File: config.mk
export PLATFORM = sky130hd
export DESIGN_NAME = uart_tx_arbiter
export DESIGN_NICKNAME = d
export VERILOG_FILES = /design/src/rtl/uart_tx_arbiter.sv
export SDC_FILE = /design/constraint.sdc
export NUM_CORES = 1
export LEC_CHECK = 0
export CAP_MARGIN = 40
export CORE_ASPECT_RATIO = 0.8
export CORE_UTILIZATION = 55
export CTS_CLUSTER_DIAMETER = 30
export DETAILED_ROUTE_END_ITERATION = 7
export DONT_BUFFER_PORTS = 1
export PLACE_DENSITY = 0.7
export REMOVE_ABC_BUFFERS = 1
export SLEW_MARGIN = 20
export SYNTH_ARGS = -nofsm -noshare
export SYNTH_HDL_FRONTEND = slang
export SYNTH_SLANG_ARGS = --single-unit
File: constraint.sdc
create_clock -name clk -period 5.5 [get_ports clk]
set_input_delay 0.55 -clock clk [delete_from_list [all_inputs] [get_ports clk]]
set_output_delay 0.55 -clock clk [all_outputs]
set_load 0.05 [all_outputs]
File: src/rtl/uart_tx_arbiter.sv
// uart_tx_arbiter: round-robin scheduler sharing one UART transmitter
// among NREQ byte producers, with a watchdog on frame start.
//
// Handshake semantics: a requester holds req_valid high with stable data
// until it sees req_ready; req_ready is a one-cycle one-hot pulse, raised
// only in IDLE, and the transfer completes in that same cycle. On the
// transmitter side tx_valid stays high while in ISSUE until tx_busy or
// tx_done is seen; tx_data is held from accept until the next accept.
module uart_tx_arbiter #(
  parameter int NREQ          = 4,
  parameter int DATA_W        = 8,
  parameter int ISSUE_TIMEOUT = 1023
) (
  input  logic                     clk,
  input  logic                     nrst,
  input  logic [NREQ-1:0]          req_valid,
  input  logic [NREQ*DATA_W-1:0]   req_data,
  output logic [NREQ-1:0]          req_ready,
  output logic                     tx_valid,
  output logic [DATA_W-1:0]        tx_data,
  input  logic                     tx_busy,
  input  logic                     tx_done,
  output logic [$clog2(NREQ)-1:0]  grant_id,
  output logic                     active,
  output logic                     err_timeout,
  output logic [1:0]               dbg_state
);

  localparam int GID_W = $clog2(NREQ);
  localparam int CNT_W = $clog2(ISSUE_TIMEOUT + 1);
  localparam logic [CNT_W-1:0] CNT_LAST = CNT_W'(ISSUE_TIMEOUT - 1);

  typedef enum logic [1:0] {
    S_IDLE      = 2'd0,
    S_ISSUE     = 2'd1,
    S_WAIT_DONE = 2'd2
  } state_t;

  state_t             r_state;
  state_t             w_next;
  logic [GID_W-1:0]   r_ptr;
  logic [GID_W-1:0]   r_grant_id;
  logic [DATA_W-1:0]  r_tx_data;
  logic [CNT_W-1:0]   r_count;
  logic               r_err_timeout;

  logic               w_found;
  logic [GID_W-1:0]   w_gnt;
  logic               w_complete;
  logic               w_timeout;
  logic [GID_W-1:0]   w_ptr_next;

  // Modulo-NREQ wrap so non-power-of-two requester counts rotate correctly.
  function automatic logic [GID_W-1:0] wrap_idx(input int v);
    return GID_W'(v % NREQ);
  endfunction

  // Round-robin search: first valid requester starting at r_ptr.
  always_comb begin
    w_found = 1'b0;
    w_gnt   = '0;
    for (int k = 0; k < NREQ; k++) begin
      if (!w_found && req_valid[wrap_idx(int'(r_ptr) + k)]) begin
        w_found = 1'b1;
        w_gnt   = wrap_idx(int'(r_ptr) + k);
      end
    end
  end

  // Pointer moves just past the requester whose frame just ended.
  always_comb begin
    w_ptr_next = (r_grant_id == GID_W'(NREQ - 1)) ? '0 : r_grant_id + 1'b1;
  end

  // Next-state logic; tx_done takes priority over tx_busy in ISSUE.
  always_comb begin
    w_next     = r_state;
    w_complete = 1'b0;
    w_timeout  = 1'b0;
    case (r_state)
      S_IDLE: begin
        if (w_found) w_next = S_ISSUE;
      end
      S_ISSUE: begin
        if (tx_done) begin
          w_next     = S_IDLE;
          w_complete = 1'b1;
        end else if (tx_busy) begin
          w_next = S_WAIT_DONE;
        end else if (r_count == CNT_LAST) begin
          w_next    = S_IDLE;
          w_timeout = 1'b1;
        end
      end
      S_WAIT_DONE: begin
        // A busy drop without done is ignored; only done ends the frame.
        if (tx_done) begin
          w_next     = S_IDLE;
          w_complete = 1'b1;
        end
      end
      default: w_next = S_IDLE;
    endcase
  end

  // State, grant, data, watchdog counter and error pulse registers.
  always_ff @(posedge clk) begin
    if (!nrst) begin
      r_state       <= S_IDLE;
      r_ptr         <= '0;
      r_grant_id    <= '0;
      r_tx_data     <= '0;
      r_count       <= '0;
      r_err_timeout <= 1'b0;
    end else begin
      r_state       <= w_next;
      r_err_timeout <= w_timeout;
      if (w_complete || w_timeout) r_ptr <= w_ptr_next;
      if (r_state == S_IDLE && w_found) begin
        r_tx_data  <= req_data[w_gnt*DATA_W +: DATA_W];
        r_grant_id <= w_gnt;
        r_count    <= '0;
      end else if (r_state == S_ISSUE && w_next == S_ISSUE) begin
        r_count <= r_count + 1'b1;
      end
    end
  end

  // Output decode; req_ready only in IDLE and one-hot by construction.
  always_comb begin
    req_ready   = (r_state == S_IDLE && w_found) ? (NREQ'(1) << w_gnt) : '0;
    tx_valid    = (r_state == S_ISSUE);
    tx_data     = r_tx_data;
    grant_id    = r_grant_id;
    active      = (r_state != S_IDLE);
    err_timeout = r_err_timeout;
    dbg_state   = r_state;
  end

endmodule

Word-level counts from Yosys, hierarchy flattened
Cells that the tools add are included.
{"block": "word_totals", "ff_bits": 25, "output_inout_bits": 19, "elab_cells": 66}
{"block": "op_classes", "addsub": 5, "magnitude_cmp": 4, "eq_ne": 5, "n_shift": 2, "muxes": 30, "bitwise": 1, "n_reduce_logical": 13}
{"operator": "indexed part select 32 x 6 -> 8 bit", "n": 1}
{"operator": "two-way mux 2 bit", "n": 10}
{"operator": "two-way mux 1 bit", "n": 14}
{"operator": "less-than comparator 2 x 3 -> 1 bit (second input constant)", "n": 4}
{"operator": "adder 10 x 1 -> 10 bit (second input constant)", "n": 1}
{"operator": "== test 10 bit (second input constant)", "n": 1}
{"operator": "binary-select mux 1 bit (select 2 bit)", "n": 4}
{"operator": "case mux 2 bit (3 select lines)", "n": 1}
{"operator": "logical AND 1 bit", "n": 5}
{"operator": "adder 2 x 1 -> 2 bit (second input constant)", "n": 2}
{"operator": "adder 2 bit (second input constant)", "n": 2}
{"operator": "== test 2 x 1 -> 1 bit (second input constant)", "n": 2}
{"operator": "== test 2 bit (second input constant)", "n": 2}
{"operator": "two-way mux 4 bit", "n": 1}
{"operator": "OR reduction 2 bit", "n": 2}
{"operator": "left shift 1 x 2 -> 4 bit (first input constant)", "n": 1}
{"operator": "logical NOT 1 bit", "n": 3}
{"operator": "logical NOT 2 bit", "n": 1}
{"operator": "nonzero test 2 bit", "n": 1}
{"operator": "logical OR 1 bit", "n": 1}
{"operator": "inverter 1 bit", "n": 1}

Logic depth before layout (Yosys ltp)
{"block": "logic_depth", "word_depth": 16, "ltp_mapped": 9}

Worst setup path before layout
No wires, ideal clock.
{"block": "synth_timing", "path_kind": "input port to output port", "from": "in req_valid[0]", "to": "out req_ready[1]", "arrival_time_ns": 2.283, "required_ns": 4.950, "slack_ns": 2.667, "stages": 7, "n_path_buf": 2, "path_cell_list": "and2b_1 or4_4 buf_6 nand2_4 buf_6 nand2_1 nor2_1"}
{"block": "synth_via", "elab_chain_len": 14}
{"item": "start: declaration", "line_no": "16", "rtl": "input logic [NREQ-1:0] req_valid,"}
{"item": "binary-select mux 1 bit (select 2 bit)", "line_no": "63", "rtl": "if (!w_found && req_valid[wrap_idx(int'(r_ptr) + k)]) begin"}
{"item": "two-way mux 1 bit (implied by the code)", "line_no": "63"}
{"item": "two-way mux 1 bit", "line_no": "63"}
{"item": "logical NOT 1 bit", "line_no": "63"}
{"item": "logical AND 1 bit", "line_no": "63"}
{"item": "two-way mux 1 bit", "line_no": "63"}
{"item": "logical NOT 1 bit", "line_no": "63"}
{"item": "logical AND 1 bit", "line_no": "63"}
{"item": "two-way mux 1 bit", "line_no": "63"}
{"item": "logical NOT 1 bit", "line_no": "63"}
{"item": "logical AND 1 bit", "line_no": "63"}
{"item": "two-way mux 2 bit or two-way mux 1 bit (tied branches)", "line_no": "63"}
{"item": "left shift 1 x 2 -> 4 bit or logical AND 1 bit (tied branches)", "line_no": "131", "rtl": "req_ready = (r_state == S_IDLE && w_found) ? (NREQ'(1) << w_gnt) : '0;"}
{"item": "two-way mux 4 bit (*)", "line_no": "131"}
{"item": "end: declaration", "line_no": "18", "rtl": "output logic [NREQ-1:0] req_ready,"}
Every way passes the cells marked *; elsewhere a longest branch is shown, timed or not. The select of a mux whose other input is x is not followed.

Final worst setup path
{"block": "layout_timing", "from": "reg r_state[1] (netlist: dbg_state[1])", "to": "reg r_count[0]"}
{"item": "start: declaration", "line_no": "39", "rtl": "state_t r_state;"}
{"item": "start signal: assignment", "line_no": "116", "rtl": "r_state <= w_next;"}
{"item": "== test 2 x 1 -> 1 bit (*)"}
{"item": "via tx_valid", "line_no": "19", "rtl": "output logic tx_valid,"}
{"item": "case mux 2 bit (3 select lines)", "line_no": "80", "rtl": "case (r_state)"}
{"item": "== test 2 x 1 -> 1 bit", "line_no": "123", "rtl": "end else if (r_state == S_ISSUE && w_next == S_ISSUE) begin"}
{"item": "logical AND 1 bit (*)", "line_no": "123"}
{"item": "end signal: assignment", "line_no": "124", "rtl": "r_count <= r_count + 1'b1;"}
{"item": "end: declaration", "line_no": "44", "rtl": "logic [CNT_W-1:0] r_count;"}
Mark *: on every way through the listed nets, which the timed path passes. The rest lies on a longest branch.
A chain may end at the register's enable or synchronous reset.

==> metrics.md <==
| Metric | Value |
|---|---|
| Status | complete, no violations |
| Clock sink count | 25 |
| Num rows | 17 |
| First-pass GRT wire length | 7450 um |
| Cell count after synthesis | 206 |
| Flop2flop setup slack | around 2400 ps |
| Post-DP HPWL | 3360 um |
| Synth warn | 0 |
| Hold Crit Start | nrst |
| Area fraction of the dominant cell type after synthesis | 0.285 |
| CTS tree | built |
| Crit Reg-Reg Endpoint | r_count[0] |
| TNS Setup | 0 ps |
| Gr ovfl total | 0 |
| Slowest cell delay on critical path | 730 ps |
| Pin count of the biggest net entering global routing | 20 |
| WP data required | 5700 ps |
| Gr usage total | 0.286 |
| Relative slew slack | 0.410 |
| Reg2reg path depth | 7 |
| Starting density of the core | 0.608 |
| Clock-pin slew on the worst setup and hold paths | 90 ps |
| Hold Path End | grant_id[1] |
| DR vias | 1653 |
| Sw Share | 0.476 |
| Clk buf depth | 2 |
| Area leader, netlist | dfxtp_1 |
| Total power | 631 uW |
| RSZ-0062 raised after global routing | no |
| Register area share after synthesis | 0.285 |
| Skew final | 4.64 ps |
| Area Overhead vs Synth | 3.91% |
| Final hold slack | 390 ps |
| Core Area | 0.00289 mm^2 |
| Post-Route WL | 4440 um |
| Clock share of power | 0.175 |
| CP Launch Point | dbg_state[1] |
| CP max stage cell | dfxtp_1 |
| Cts repair resizes | 0 |
| Pin slew with the least headroom to its limit | ~880 ps |
| Critical-path cell list | inv_1, ha_1, nor2b_1, o311ai_1, nor2_1, nand4_1, mux2i_1 |
| Crit path max-delay family | simple AND/OR/NAND/NOR gates |
| Vias in the first global route | 1616 |
| Cells on Worst Hold Path | 1 |
| Top FF cell, synth | dfxtp_1 |
| Antenna Cells | 0 |
| Reg power frac | 0.455 |
| DR vias/cell | 6.75 |
| Crit path launch type | flip-flop |
| Die Width | 65.2 um |
| Asr flop ratio synth | 0 |
| Fraction of layout cells with a size suffix above 1 | 0.0966 |
| Achievable frequency | between 300 and 400 MHz |
| Cell variety after synth | 48 |
| Die area | 0.00343 mm^2 |
| ANT nets after route | 0 |
| Starting DRT DRC Count | 153 |
| Max IR drop VDD | 0.243 mV |
| Crit Path Category | reg2reg |
| Final period util | 0.557 |
| Worst setup EP type | flip-flop |
| Num CTS Buffers | 3 |
| RR Startpoint | dbg_state[1] |
| Initial antenna violation count | 0 |
| Pins Over Slew Limit | 0 |
| Tmin final | between 3000 and 4000 ps |
| Pint | 331 uW |
| Clock root buffer | clkbuf_8 |
| Number of flops mapped to enable cells by yosys | 0 |
| Crit path buf inv count | 1 |
| Hold Buf Count CTS | 0 |
| Die height | 52.6 um |
| Nets | ~260 |
| Synth Register Bits | 25 |
| Number of port buffers | 0 |
| Worst hold path type | in2reg |
| Cell area after synthesis | 0.00176 mm^2 |
| WL/cell | 18.1 um |
| Number of top-level pins | about 60 |
| Top cells by area, synth | dfxtp_1 (28%), mux2_1 (5.1%), ha_1 (5.0%) |
| Cell Pwr Density | 346 mW/mm^2 |
| Final Hold Fails | 0 |
| H-Tree Depth | 1 |
| Clock Latency Late Sink | 270 ps |
| Worst Path Arrival | 3260 ps |
| Crit path max fanout | 11 |
| Syn avg cell area | 8.53 um^2 |
| Final Util | 0.631 |
| TritonRoute pass-1 iters | 4 |
| DRC errors left | 0 |
| Switching power | 300 uW |
| Max Cap Viol | 0 |
| # Post-CTS Setup Buffers | 0 |
| Endpoints failing setup | 0 |
| Final GP Congestion | 0.842 |
| Logic pwr share | 0.369 |
| Lkg Pwr | 0.000734 uW |
[cell usage after synthesis (6+ instances only)]
cell type  number
dfxtp_1        25
nor2_1         18
nand2_1        17
nand3_1        13
o21ai_0        10
a221o_1         8
mux2_1          8
a21boi_0        7
ha_1            7
inv_1           7
and3_1          6
nor3_1          6
[registers in the layout, summed over array words and instances (netlist names)]
signal,cells
tx_data,8
err_timeout,1
grant_id,2
r_ptr,2
dbg_state,2
r_count,10
[cell usage in the layout (no fill, tap or decap), types with 3 or more instances in the layout]
master and count:
buf_4 3, mux2i_1 4, nor3_1 6, nand2b_1 5
a21boi_0 7, a31o_1 3, and3_1 6, dfxtp_1 25
a31oi_1 4, a21oi_1 5, o21ai_0 10, nand3_1 13
nand4_1 5, mux2_1 8, nor2_1 18, clkbuf_8 3
inv_1 7, a41o_1 4, ha_1 7, a221o_1 8
nor4_1 3, nand2_1 17, nor2b_1 5
[power by group through the flow]
stage,clock network [uW],logic [uW],registers [uW]
after floorplan,0,185,286
after global placement,0,220,291
after detailed placement,0,231,292
after CTS,114,232,288
after global routing,120,254,291
final,111,233,287
[logic make-up after synthesis]
logic type               after synthesis  share of synthesized area
buffers and inverters                 14                     0.0448
AND/OR/NAND/NOR                       97                      0.315
flip-flops                            25                      0.285
AO/OA/AOI/OAI                         51                      0.231
multiplexers                          12                     0.0740
adder cells (fa/ha/maj)                7                     0.0498
[worst register-to-register path: cells and delay by family (launching register included)]
family	cells	cell delay, ps
AND/OR/NAND/NOR	3	810
flip-flops	1	730
adder cells (fa/ha/maj)	1	530
AO/OA/AOI/OAI	1	530
multiplexers	1	220
buffers and inverters	1	160
[per-stage QoR]
stage	setup WS [ps]	cell area [um^2]	cells
after floorplan	2700	1710	199
after global placement	2640	1770	239
after detailed placement	2530	1780	241
after CTS	2470	1830	245
after global routing	2300	1830	245
final	2440	1830	245
[cell type report]
cell class                 count  area, um^2
tap                           38        47.5
sequential                    25         500
clock inverter                 1        5.00
inverter                       7        26.3
clock buffer                   3        41.3
fill                         265        1070
timing repair buffer           4        27.5
multi-input combinational    167        1180
[metal layers]
metal,track usage,vias up,routed length [um]
met5,0,-,0
met4,0.0797,0,51
met3,0.0652,8,296
met2,0.485,72,2090
met1,0.363,786,2000
li1,-,787,-
[worst max-delay path by stage]
stage | slack, ps | endpoint | cells past startpoint
2_1_floorplan | 2700 | req_ready[0] | 4
3_3_place_gp | 2640 | r_count[0] | 7
3_5_place_dp | 2530 | r_count[0] | 6
4_1_cts | 2470 | req_ready[1] | 5
5_1_grt | 2300 | r_count[0] | 6
6_report | 2440 | r_count[0] | 7
Power figures use the tool's default switching activity.
